### src/rtl/serial_sub_pkg.sv
// Shared types and constants for the bit-serial subtractor.
package serial_sub_pkg;

   localparam int WIDTH_DEFAULT = 8;

   typedef enum logic [1:0] {
      IDLE  = 2'd0,
      SHIFT = 2'd1,
      DONE  = 2'd2
   } state_t;

   // Bit counter width; a 2-bit operand still needs a 1-bit counter.
   function automatic int cnt_bits(input int w);
      return (w <= 2) ? 1 : $clog2(w);
   endfunction

endpackage

### src/rtl/full_subtractor.sv
// One-bit full subtractor cell: d = a - b - bin, with borrow out.
module full_subtractor (
   input  logic a,
   input  logic b,
   input  logic bin,
   output logic d,
   output logic bout
);

   assign d    = a ^ b ^ bin;
   assign bout = (~a & b) | (~(a ^ b) & bin);

endmodule

### src/rtl/serial_subtractor.sv
// Bit-serial subtractor: computes a - b - bin one bit per cycle, LSB first,
// with a valid/ready handshake on both the operand and result sides.
module serial_subtractor
   import serial_sub_pkg::*;
#(
   parameter int WIDTH = WIDTH_DEFAULT
) (
   input  logic             clk,
   input  logic             rst_n,
   input  logic             in_valid,
   output logic             in_ready,
   input  logic [WIDTH-1:0] a_in,
   input  logic [WIDTH-1:0] b_in,
   input  logic             bin_in,
   output logic             out_valid,
   input  logic             out_ready,
   output logic [WIDTH-1:0] diff,
   output logic             borrow_out,
   output logic             ovf
);

   localparam int             CW   = cnt_bits(WIDTH);
   localparam logic [CW-1:0]  LAST = CW'(WIDTH - 1);

   state_t           state;
   logic [WIDTH-1:0] a_sr;
   logic [WIDTH-1:0] b_sr;
   logic [WIDTH-1:0] d_sr;
   logic [CW-1:0]    cnt;
   logic             borrow;
   logic             cell_d;
   logic             cell_bout;

   full_subtractor u_cell (
      .a    (a_sr[0]),
      .b    (b_sr[0]),
      .bin  (borrow),
      .d    (cell_d),
      .bout (cell_bout)
   );

   assign in_ready  = (state == IDLE);
   assign out_valid = (state == DONE);

   // On the last bit, a_sr[0]/b_sr[0] are the operand sign bits, so the
   // overflow flag can be formed from the cell output alongside the result.
   always_ff @(posedge clk or negedge rst_n) begin
      if (!rst_n) begin
         state      <= IDLE;
         a_sr       <= '0;
         b_sr       <= '0;
         d_sr       <= '0;
         cnt        <= '0;
         borrow     <= 1'b0;
         diff       <= '0;
         borrow_out <= 1'b0;
         ovf        <= 1'b0;
      end else begin
         case (state)
            IDLE: begin
               if (in_valid) begin
                  a_sr   <= a_in;
                  b_sr   <= b_in;
                  borrow <= bin_in;
                  cnt    <= '0;
                  state  <= SHIFT;
               end
            end
            SHIFT: begin
               a_sr   <= a_sr >> 1;
               b_sr   <= b_sr >> 1;
               borrow <= cell_bout;
               d_sr   <= {cell_d, d_sr[WIDTH-1:1]};
               if (cnt == LAST) begin
                  diff       <= {cell_d, d_sr[WIDTH-1:1]};
                  borrow_out <= cell_bout;
                  ovf        <= (a_sr[0] != b_sr[0]) && (cell_d != a_sr[0]);
                  state      <= DONE;
               end else begin
                  cnt <= cnt + 1'b1;
               end
            end
            DONE: begin
               if (out_ready) begin
                  state <= IDLE;
               end
            end
            default: state <= IDLE;
         endcase
      end
   end

endmodule

### config.mk
export PLATFORM = sky130hd
export DESIGN_NAME = serial_subtractor
export DESIGN_NICKNAME = d
export VERILOG_FILES = /design/src/rtl/serial_sub_pkg.sv /design/src/rtl/full_subtractor.sv /design/src/rtl/serial_subtractor.sv
export SDC_FILE = /design/constraint.sdc
export NUM_CORES = 1
export LEC_CHECK = 0
export CAP_MARGIN = 0
export CORE_ASPECT_RATIO = 0.75
export CORE_MARGIN = 2
export CORE_UTILIZATION = 50
export DETAILED_ROUTE_END_ITERATION = 16
export HOLD_SLACK_MARGIN = 0.08
export PLACE_DENSITY = 0.76
export SETUP_SLACK_MARGIN = 0.3
export SYNTH_ARGS = -nofsm -noshare
export SYNTH_HDL_FRONTEND = slang
export SYNTH_SLANG_ARGS = --single-unit
### constraint.sdc
create_clock -name clk -period 3.6 [get_ports clk]
set_input_delay 0.72 -clock clk [delete_from_list [all_inputs] [get_ports clk]]
set_output_delay 0.72 -clock clk [all_outputs]
set_load 0.01 [all_outputs]
# ---- After elaboration in Yosys (flattened, before gate mapping)
# Index checks and enable logic that the tools add are counted.
# W data, S select, Z words.
dict set report totals {
  regBits 40
  output_inout_bits 12
}
dict set report op_classes {
  addsub 1
  eq_ne 9
  n_mux 13
  bitwise 7
  reduce_logical 7
}
# cell n
set op_table {}
lappend op_table {{$pmux W8 S2} 2}
lappend op_table {{$mux W8} 2}
lappend op_table {{$mux W2} 3}
lappend op_table {{$mux W3} 2}
lappend op_table {{$ne A2 B2 Y1 const B} 3}
lappend op_table {{$pmux W2 S3} 1}
lappend op_table {{$pmux W3 S2} 1}
lappend op_table {{$reduce_and A3 Y1} 2}
lappend op_table {{$reduce_and A2 Y1} 2}
lappend op_table {{$add A3 B1 Y3 const B} 1}
lappend op_table {{$eq A3 B3 Y1 const B} 1}
lappend op_table {{$and A1 B1 Y1} 2}
lappend op_table {{$eq A2 B1 Y1 const B} 1}
lappend op_table {{$eq A2 B2 Y1 const B} 1}
lappend op_table {{$logic_not A2 Y1} 1}
lappend op_table {{$ne A1 B1 Y1} 2}
lappend op_table {{$ne A2 B1 Y1 const B} 1}
lappend op_table {{$not A1 Y1} 2}
lappend op_table {{$pmux W1 S2} 1}
lappend op_table {{$reduce_bool A2 Y1} 1}
lappend op_table {{$xor A1 B1 Y1} 2}
lappend op_table {{$logic_and A1 B1 Y1} 1}
lappend op_table {{$mux W1} 1}
lappend op_table {{$or A1 B1 Y1} 1}

# ---- Longest topological paths before layout
# Gate-level depths: netlist of run 1.
dict set report depth {
  word_depth 5
  ltp_mapped 5
  depth_no_buf 4
}

# ---- Cells and area by module
# Synthesis of run 1 repeated with hierarchy kept, for this count alone.
dict set report hier_totals {
  cells_unflattened 135
  area_unflattened_um2 1726.7
}
# mod instances cells_each area_each_um2 seq_area_each_um2
set by_module_without_submodules {}
lappend by_module_without_submodules {serial_subtractor 1 131 1695.4 975.9}
lappend by_module_without_submodules {full_subtractor 1 4 31.3 0.0}

# ---- Least setup slack after synthesis of run 1
# OpenSTA, ideal clock, no wires.
dict set report synth_path {
  path_kind {register -> output}
  from {reg state[1]}
  to {out in_ready}
  arrival_ns 0.930
  required_time_ns 2.880
  setup_slack_ns 1.950
  stages_incl_launch_ff 4
  path_buffers 2
  cell_sequence {dfrtp_1 buf_2 buf_4 nor2_1}
}
dict set report synth_via {
  elab_chain_len 1
}
# item line_no
set synth_lines {}
lappend synth_lines {{from (decl)} serial_subtractor.sv:25} ;# state_t state;
lappend synth_lines {{from (signal assigned)} serial_subtractor.sv:49} ;# state <= IDLE;
lappend synth_lines {{from (signal assigned)} serial_subtractor.sv:66} ;# state <= SHIFT;
lappend synth_lines {{from (signal assigned)} serial_subtractor.sv:78} ;# state <= DONE;
lappend synth_lines {{$logic_not A2 Y1} serial_subtractor.sv:42} ;# assign in_ready = (state == IDLE);
lappend synth_lines {{to (decl)} serial_subtractor.sv:11} ;# output logic in_ready,
# Every way passes these cells.

# ---- Worst setup path after layout of run 1
# Ends and elaborated chain as after synthesis.

==> results of run 1 <==
layer usage:
metal,global-route usage,vias up
met5,0,-
met4,0.0918,0
met3,0.0592,10
met2,0.251,34
met1,0.310,646
li1,-,610
kinds of logic after synthesis:
logic type               Yosys count  share of synthesized area
XOR/XNOR                           1                    0.00473
adder cells (fa/ha/maj)            4                     0.0311
multiplexers                      16                     0.0960
flip-flops                        39                      0.527
buffers and inverters             26                     0.0622
AO/OA/AOI/OAI                     25                      0.120
AND/OR/NAND/NOR                   39                      0.159
through the flow:
step	utilization	area (um^2)	power, mW	hold slack [ns]
after floorplan	-	1850	1.29	0.424
after global placement	0.605	2180	1.51	0.460
after detailed placement	0.605	2180	1.55	0.480
after CTS	0.641	2320	1.99	0.497
after global routing	0.641	2320	2.12	0.518
final	0.641	2320	1.97	0.492
worst reg2reg max path, cell delays in order, from the launching register on:
cell	delay [ns]
dfrtp_1	0.48
buf_4	0.33
nand3b_1	0.48
mux2_1	0.48
cell type report:
type                       count  share of cell area
clock buffer                   6              0.0313
tap                           52              0.0281
clock inverter                 2              0.0259
inverter                      14              0.0227
multi-input combinational     85               0.328
sequential                    39               0.421
timing repair buffer          34               0.143
cell usage after synthesis, drive strengths merged (2+ instances only):
library cell	count	area (um^2)
dfrtp	39	976
inv	14	52.6
mux2	14	158
buf	10	55.1
nor3b	9	67.6
a211oi	8	60.1
nor4b	8	70.1
o221a	7	78.8
or4b	7	70.1
nand2b	5	31.3
ha	3	37.5
nand3	3	15.0
o221ai	3	26.3
clkbuf	2	7.51
mux2i	2	20.0
nand2	2	7.51
registers in the layout (all words and copies together) (netlist names):
| signal | flops |
|---|---|
| a_sr | 8 |
| b_sr | 8 |
| diff | 8 |
| d_sr | 7 |
| cnt | 3 |
| state | 2 |
| borrow | 1 |
| borrow_out | 1 |
| ovf | 1 |
placed cells by master (no fill, tap or decap), types with 5 or more instances in the layout:
master | synthesis | layout
mux2_2 | 7 | 7
mux2_1 | 7 | 7
clkdlybuf4s50_1 | 0 | 31
dfrtp_1 | 39 | 39
nor3b_1 | 9 | 9
o221a_2 | 7 | 7
nor4b_1 | 8 | 8
inv_1 | 14 | 14
a211oi_1 | 8 | 8
nand2b_1 | 5 | 5
clkbuf_8 | 0 | 5
or4b_1 | 7 | 7
power breakdown:
| group | total, mW | leakage (nW) | internal [mW] | switching, mW |
|---|---|---|---|---|
| sequential | 0.785 | 0.467 | 0.647 | 0.138 |
| clock | 0.430 | 0.0654 | 0.277 | 0.153 |
| combinational | 0.757 | 0.455 | 0.424 | 0.333 |
| total | 1.97 | 0.988 | 1.35 | 0.624 |
worst min path at each step:
stage	from	endpoint	slack, ns	cells after the start
final	diff[5]$_DFFE_PN0P_	diff[5]$_DFFE_PN0P_	0.49	1
after detailed placement	diff[5]$_DFFE_PN0P_	diff[5]$_DFFE_PN0P_	0.48	1
after global routing	diff[6]$_DFFE_PN0P_	diff[6]$_DFFE_PN0P_	0.52	1
after floorplan	rst_n	a_sr[0]$_DFFE_PN0P_	0.42	0
after CTS	diff[5]$_DFFE_PN0P_	diff[5]$_DFFE_PN0P_	0.50	1
after global placement	d_sr[1]$_DFFE_PN0N_	diff[0]$_DFFE_PN0P_	0.46	1
==> flow_summary.yaml, run 1 <==
global_route:
  overflow: 0
  grt_pass1_wl_um: 6240
  grt_pass1_vias: 1243
  grt_max_degree: 40
  grt_use_total: 0.199
  antenna_found_initial: 0
worst_setup_path:
  crit_family: "buffers and inverters"
  cp_max_fo: 18
  ff2ff_path_depth: 3
  crit_cells: 3
  rr_startpoint: "state[0]$_DFFE_PN0P_"
  rr_endpoint: "borrow_out$_DFFE_PN0P_"
  crit_slowest_cell: "clkdlybuf4s50_1"
  cp-start-kind: "flip-flop"
  crit_path_end: "in_ready"
  cp-end-kind: "output port"
  critPathLaunch: "state[1]$_DFFE_PN0P_"
  cp_num_buf_inv: 2
  crit_type: "reg -> out"
  slowest_delay_ns: 0.58
  r2r_slack_ns: 1.71
  path_cells: "buf_4 -> nor2_1 -> clkdlybuf4s50_1"
  required_ns: 2.88
  cp_data_arrival_time_ns: 1.93
placed_design:
  dp_cells: 224
  port-buffer-count: 32
  post-dp-hpwl_um: 2380
  dp_slack_ns: 1.16
  globalplace.congestion: 0.838
power_and_ir_drop:
  p_leak_nw: 0.988
  ir_worst_vdd_mv: 0.396
  cellPowerDensity_nw_per_um2: 851
clock_network:
  clockBufferDepth: 2
  cts_tree: "yes"
  root_buffer: "clkbuf_8"
  cts_sinks: 39
  cts_buffers: 5
  clk_pin_slew_ns: 0.08
  cts_resized: 0
  post_cts_buffers: 0
  cts_max_level: 2
  hold_buffers: 0
  clk_latency_ns: 0.29
die:
  start_util: 0.512
  core_um2: 3610
  dieHeight_um: 56.7
  pin_count: 33
  die_w_um: 74.3
  dieArea_um2: 4210
  rows: 19
detailed_routing:
  wirelength_um: 3540
  route.top_layer_used: "met4"
  drtAntennaViolNets: 0
  drtIter0Drc: 117
  wire_per_inst_um: 15.3
  drcViolationCount: 0
  first_pass_iters: 4
  wl_met2_um: 1520
  num_vias: 1300
  wl_met1_um: 1770
  vias_per_cell: 5.60
  wl_met3_um: 173
layout:
  stdcell_count: 232
  diodes: 0
  multi_input_area_um2: 761
  fillCellCount: 290
  fin_nets: 204
  syn2layout_area_growth_pct: 25.1
  seq_area_um2: 976
  drive_above_1_share: 0.139
sta:
  worstMarginPinSlew_ns: 0.860
  setup_tns_ns: 0
  setup_slack_ns: 0.951
  max-slew-margin-rel: 0.427
  slew_viol_final: 0
  hold_viol: 0
  timing.final.crit_share: 0.736
  rsz0062_at_grt: "no"
  setup_viol: 0
  fin_crit_ns: 2.65
  max_freq_ghz: 0.377
  finalClockSkew_ns: 0.00145
worst_hold_path:
  hold_class: "reg -> reg"
synth:
  synthesis.nets: 175
  ys.flop_type: "dfrtp_1"
  yosysWarnings: 0
  ys_seq_elements: 39
  mappedNetlistArea_um2: 1850
  syn_area_per_cell_um2: 12.3
  async_reset_ff_frac: 1.00
  postSynthCellCount: 150
  synth_edf_count: 0
  ys_types: 32
  ys_seq_area_frac: 0.527
status:
  status: "finished, final reports clean"
flow_run:
  drv_cap: 0
No activity file was read; power rests on OpenSTA's default activity.
==> run 2: changes to the inputs <==
- clock period: 3.6 -> 2.7 ns (I/O delays scaled with it)
==> run 2 against run 1 <==
  * Clock-buffer cell count unchanged
  * Register-to-register slack got worse by 0.84 ns
  * Non-clock buffer count increased by 1
  * Combinational power increased by 36%
  * Clock power decreased by 9.1%
  * Core utilization decreased by 1.0 points
  * Critical endpoint unchanged
  * Largest power group unchanged
==> flow_summary.yaml, run 2 (synthesis gave the netlist of run 1 again) <==
detailed_routing:
  num_vias: 1287
  wirelength_um: 3470
  vias_per_cell: 5.55
  wire_per_inst_um: 15.0
  drtAntennaViolNets: 0
  drtIter0Drc: 63
  drcViolationCount: 0
  first_pass_iters: 5
sta:
  slew_viol_final: 0
  timing.final.crit_share: 0.820
  max_freq_ghz: 0.452
  timing.hold.ws_ns: 0.353
  worstMarginPinSlew_ns: 0.839
  max-slew-margin-rel: 0.441
  fin_crit_ns: 2.21
  setup_slack_ns: 0.487
  rsz0062_at_grt: "no"
  finalClockSkew_ns: 0.00441
  hold_viol: 0
  setup_viol: 0
  setup_tns_ns: 0
worst_setup_path:
  crit_slowest_cell: "clkdlybuf4s50_1"
  crit_family: "buffers and inverters"
  path_cells: "buf_4 -> nor2_1 -> clkdlybuf4s50_1"
  cp-start-kind: "flip-flop"
  cp_num_buf_inv: 2
  required_ns: 2.16
  critPathLaunch: "state[1]$_DFFE_PN0P_"
  rr_startpoint: "cnt[0]$_DFFE_PN0P_"
  cp-end-kind: "output port"
  cp_max_fo: 17
  cp_data_arrival_time_ns: 1.67
  slowest_delay_ns: 0.58
  crit_type: "reg -> out"
layout:
  final_area_um2: 2280
  layout_commonest_cell: "dfrtp_1"
  syn2layout_area_growth_pct: 23.1
  stdcell_count: 232
  layout_common_cells: "dfrtp_1, clkdlybuf4s50_1, inv_1"
  fin_nets: 205
  post-route-util: 0.631
  seq_area_um2: 976
  fillCellCount: 301
  drive_above_1_share: 0.144
  multi_input_area_um2: 761
  top_regs: "a_sr x8, b_sr x8, diff x8"
  diodes: 0
global_route:
  grt_use_total: 0.185
  overflow: 0
  use_met1: 0.264
  busiest_layer: "met2"
  grt_max_degree: 40
  met3_usage: 0.0485
  antenna_found_initial: 0
  grt_use_met2: 0.267
  grt_pass1_wl_um: 5860
  grt_pass1_vias: 1266
die:
  pin_count: 33
  core_um2: 3610
  die_w_um: 74.3
  start_util: 0.512
  dieHeight_um: 56.7
  rows: 19
  dieArea_um2: 4210
power_and_ir_drop:
  p_total_mw: 2.45
  p_leak_nw: 0.975
  ir_worst_vdd_mv: 0.525
  cellPowerDensity_nw_per_um2: 1070
flow_run:
  drv_cap: 0
clock_network:
  root_buffer: "clkbuf_8"
  post_cts_buffers: 0
  clockBufferDepth: 2
  hold_buffers: 0
  clk_pin_slew_ns: 0.07
  cts_sinks: 39
  clk_latency_ns: 0.29
  cts_max_level: 2
  cts_buffers: 5
  cts_tree: "yes"
  cts_resized: 0
placed_design:
  post-dp-hpwl_um: 2340
  dp_slack_ns: 0.385
  globalplace.congestion: 0.835
  placed_cell_area_um2: 2190
  dp_cells: 225
  port-buffer-count: 32
status:
  status: "finished, final reports clean"
worst_hold_path:
  hold_class: "in -> async"
==> run 2: cell types whose count changed in the layout (fill, tap and decap cells not counted), sizes merged <==
cell and delta:
clkinv +1, bufinv -2, buf +1
==> run 2: path summary, 6_finish.rpt <==
| kind | endpoint | slack, ns | cells past startpoint |
|---|---|---|---|
| max in group asynchronous | diff[3]$_DFFE_PN0P_ | 1.82 | 1 |
| worst min-delay path | b_sr[3]$_DFFE_PN0P_ | 0.35 | 1 |
| min in group clk | diff[6]$_DFFE_PN0P_ | 0.49 | 1 |
| worst max register to register | diff[0]$_DFFE_PN0P_ | 0.87 | 4 |
| worst min register to register | diff[6]$_DFFE_PN0P_ | 0.49 | 1 |
| worst max-delay path | in_ready | 0.49 | 3 |
==> run 2: layout make-up <==
type | instances | share of cell area
clock buffers | 6 | 0.0362
clock inverters | 1 | 0.00220
inverters | 14 | 0.0231
multi-input cells | 85 | 0.334
flip-flops and latches | 39 | 0.428
well taps | 52 | 0.0285
repair buffers | 35 | 0.148
==> run 2: metal layers <==
layer | share of wire | wire length (um)
met1 | 0.49 | 1690
met2 | 0.44 | 1540
met3 | 0.051 | 177
met4 | 0.017 | 58
met5 | 0 | 0
==> run 2: where the power goes <==
part | leakage, nW | switching, mW | internal, mW
combinational | 0.460 | 0.462 | 0.569
sequential | 0.467 | 0.164 | 0.863
clock | 0.0470 | 0.191 | 0.200
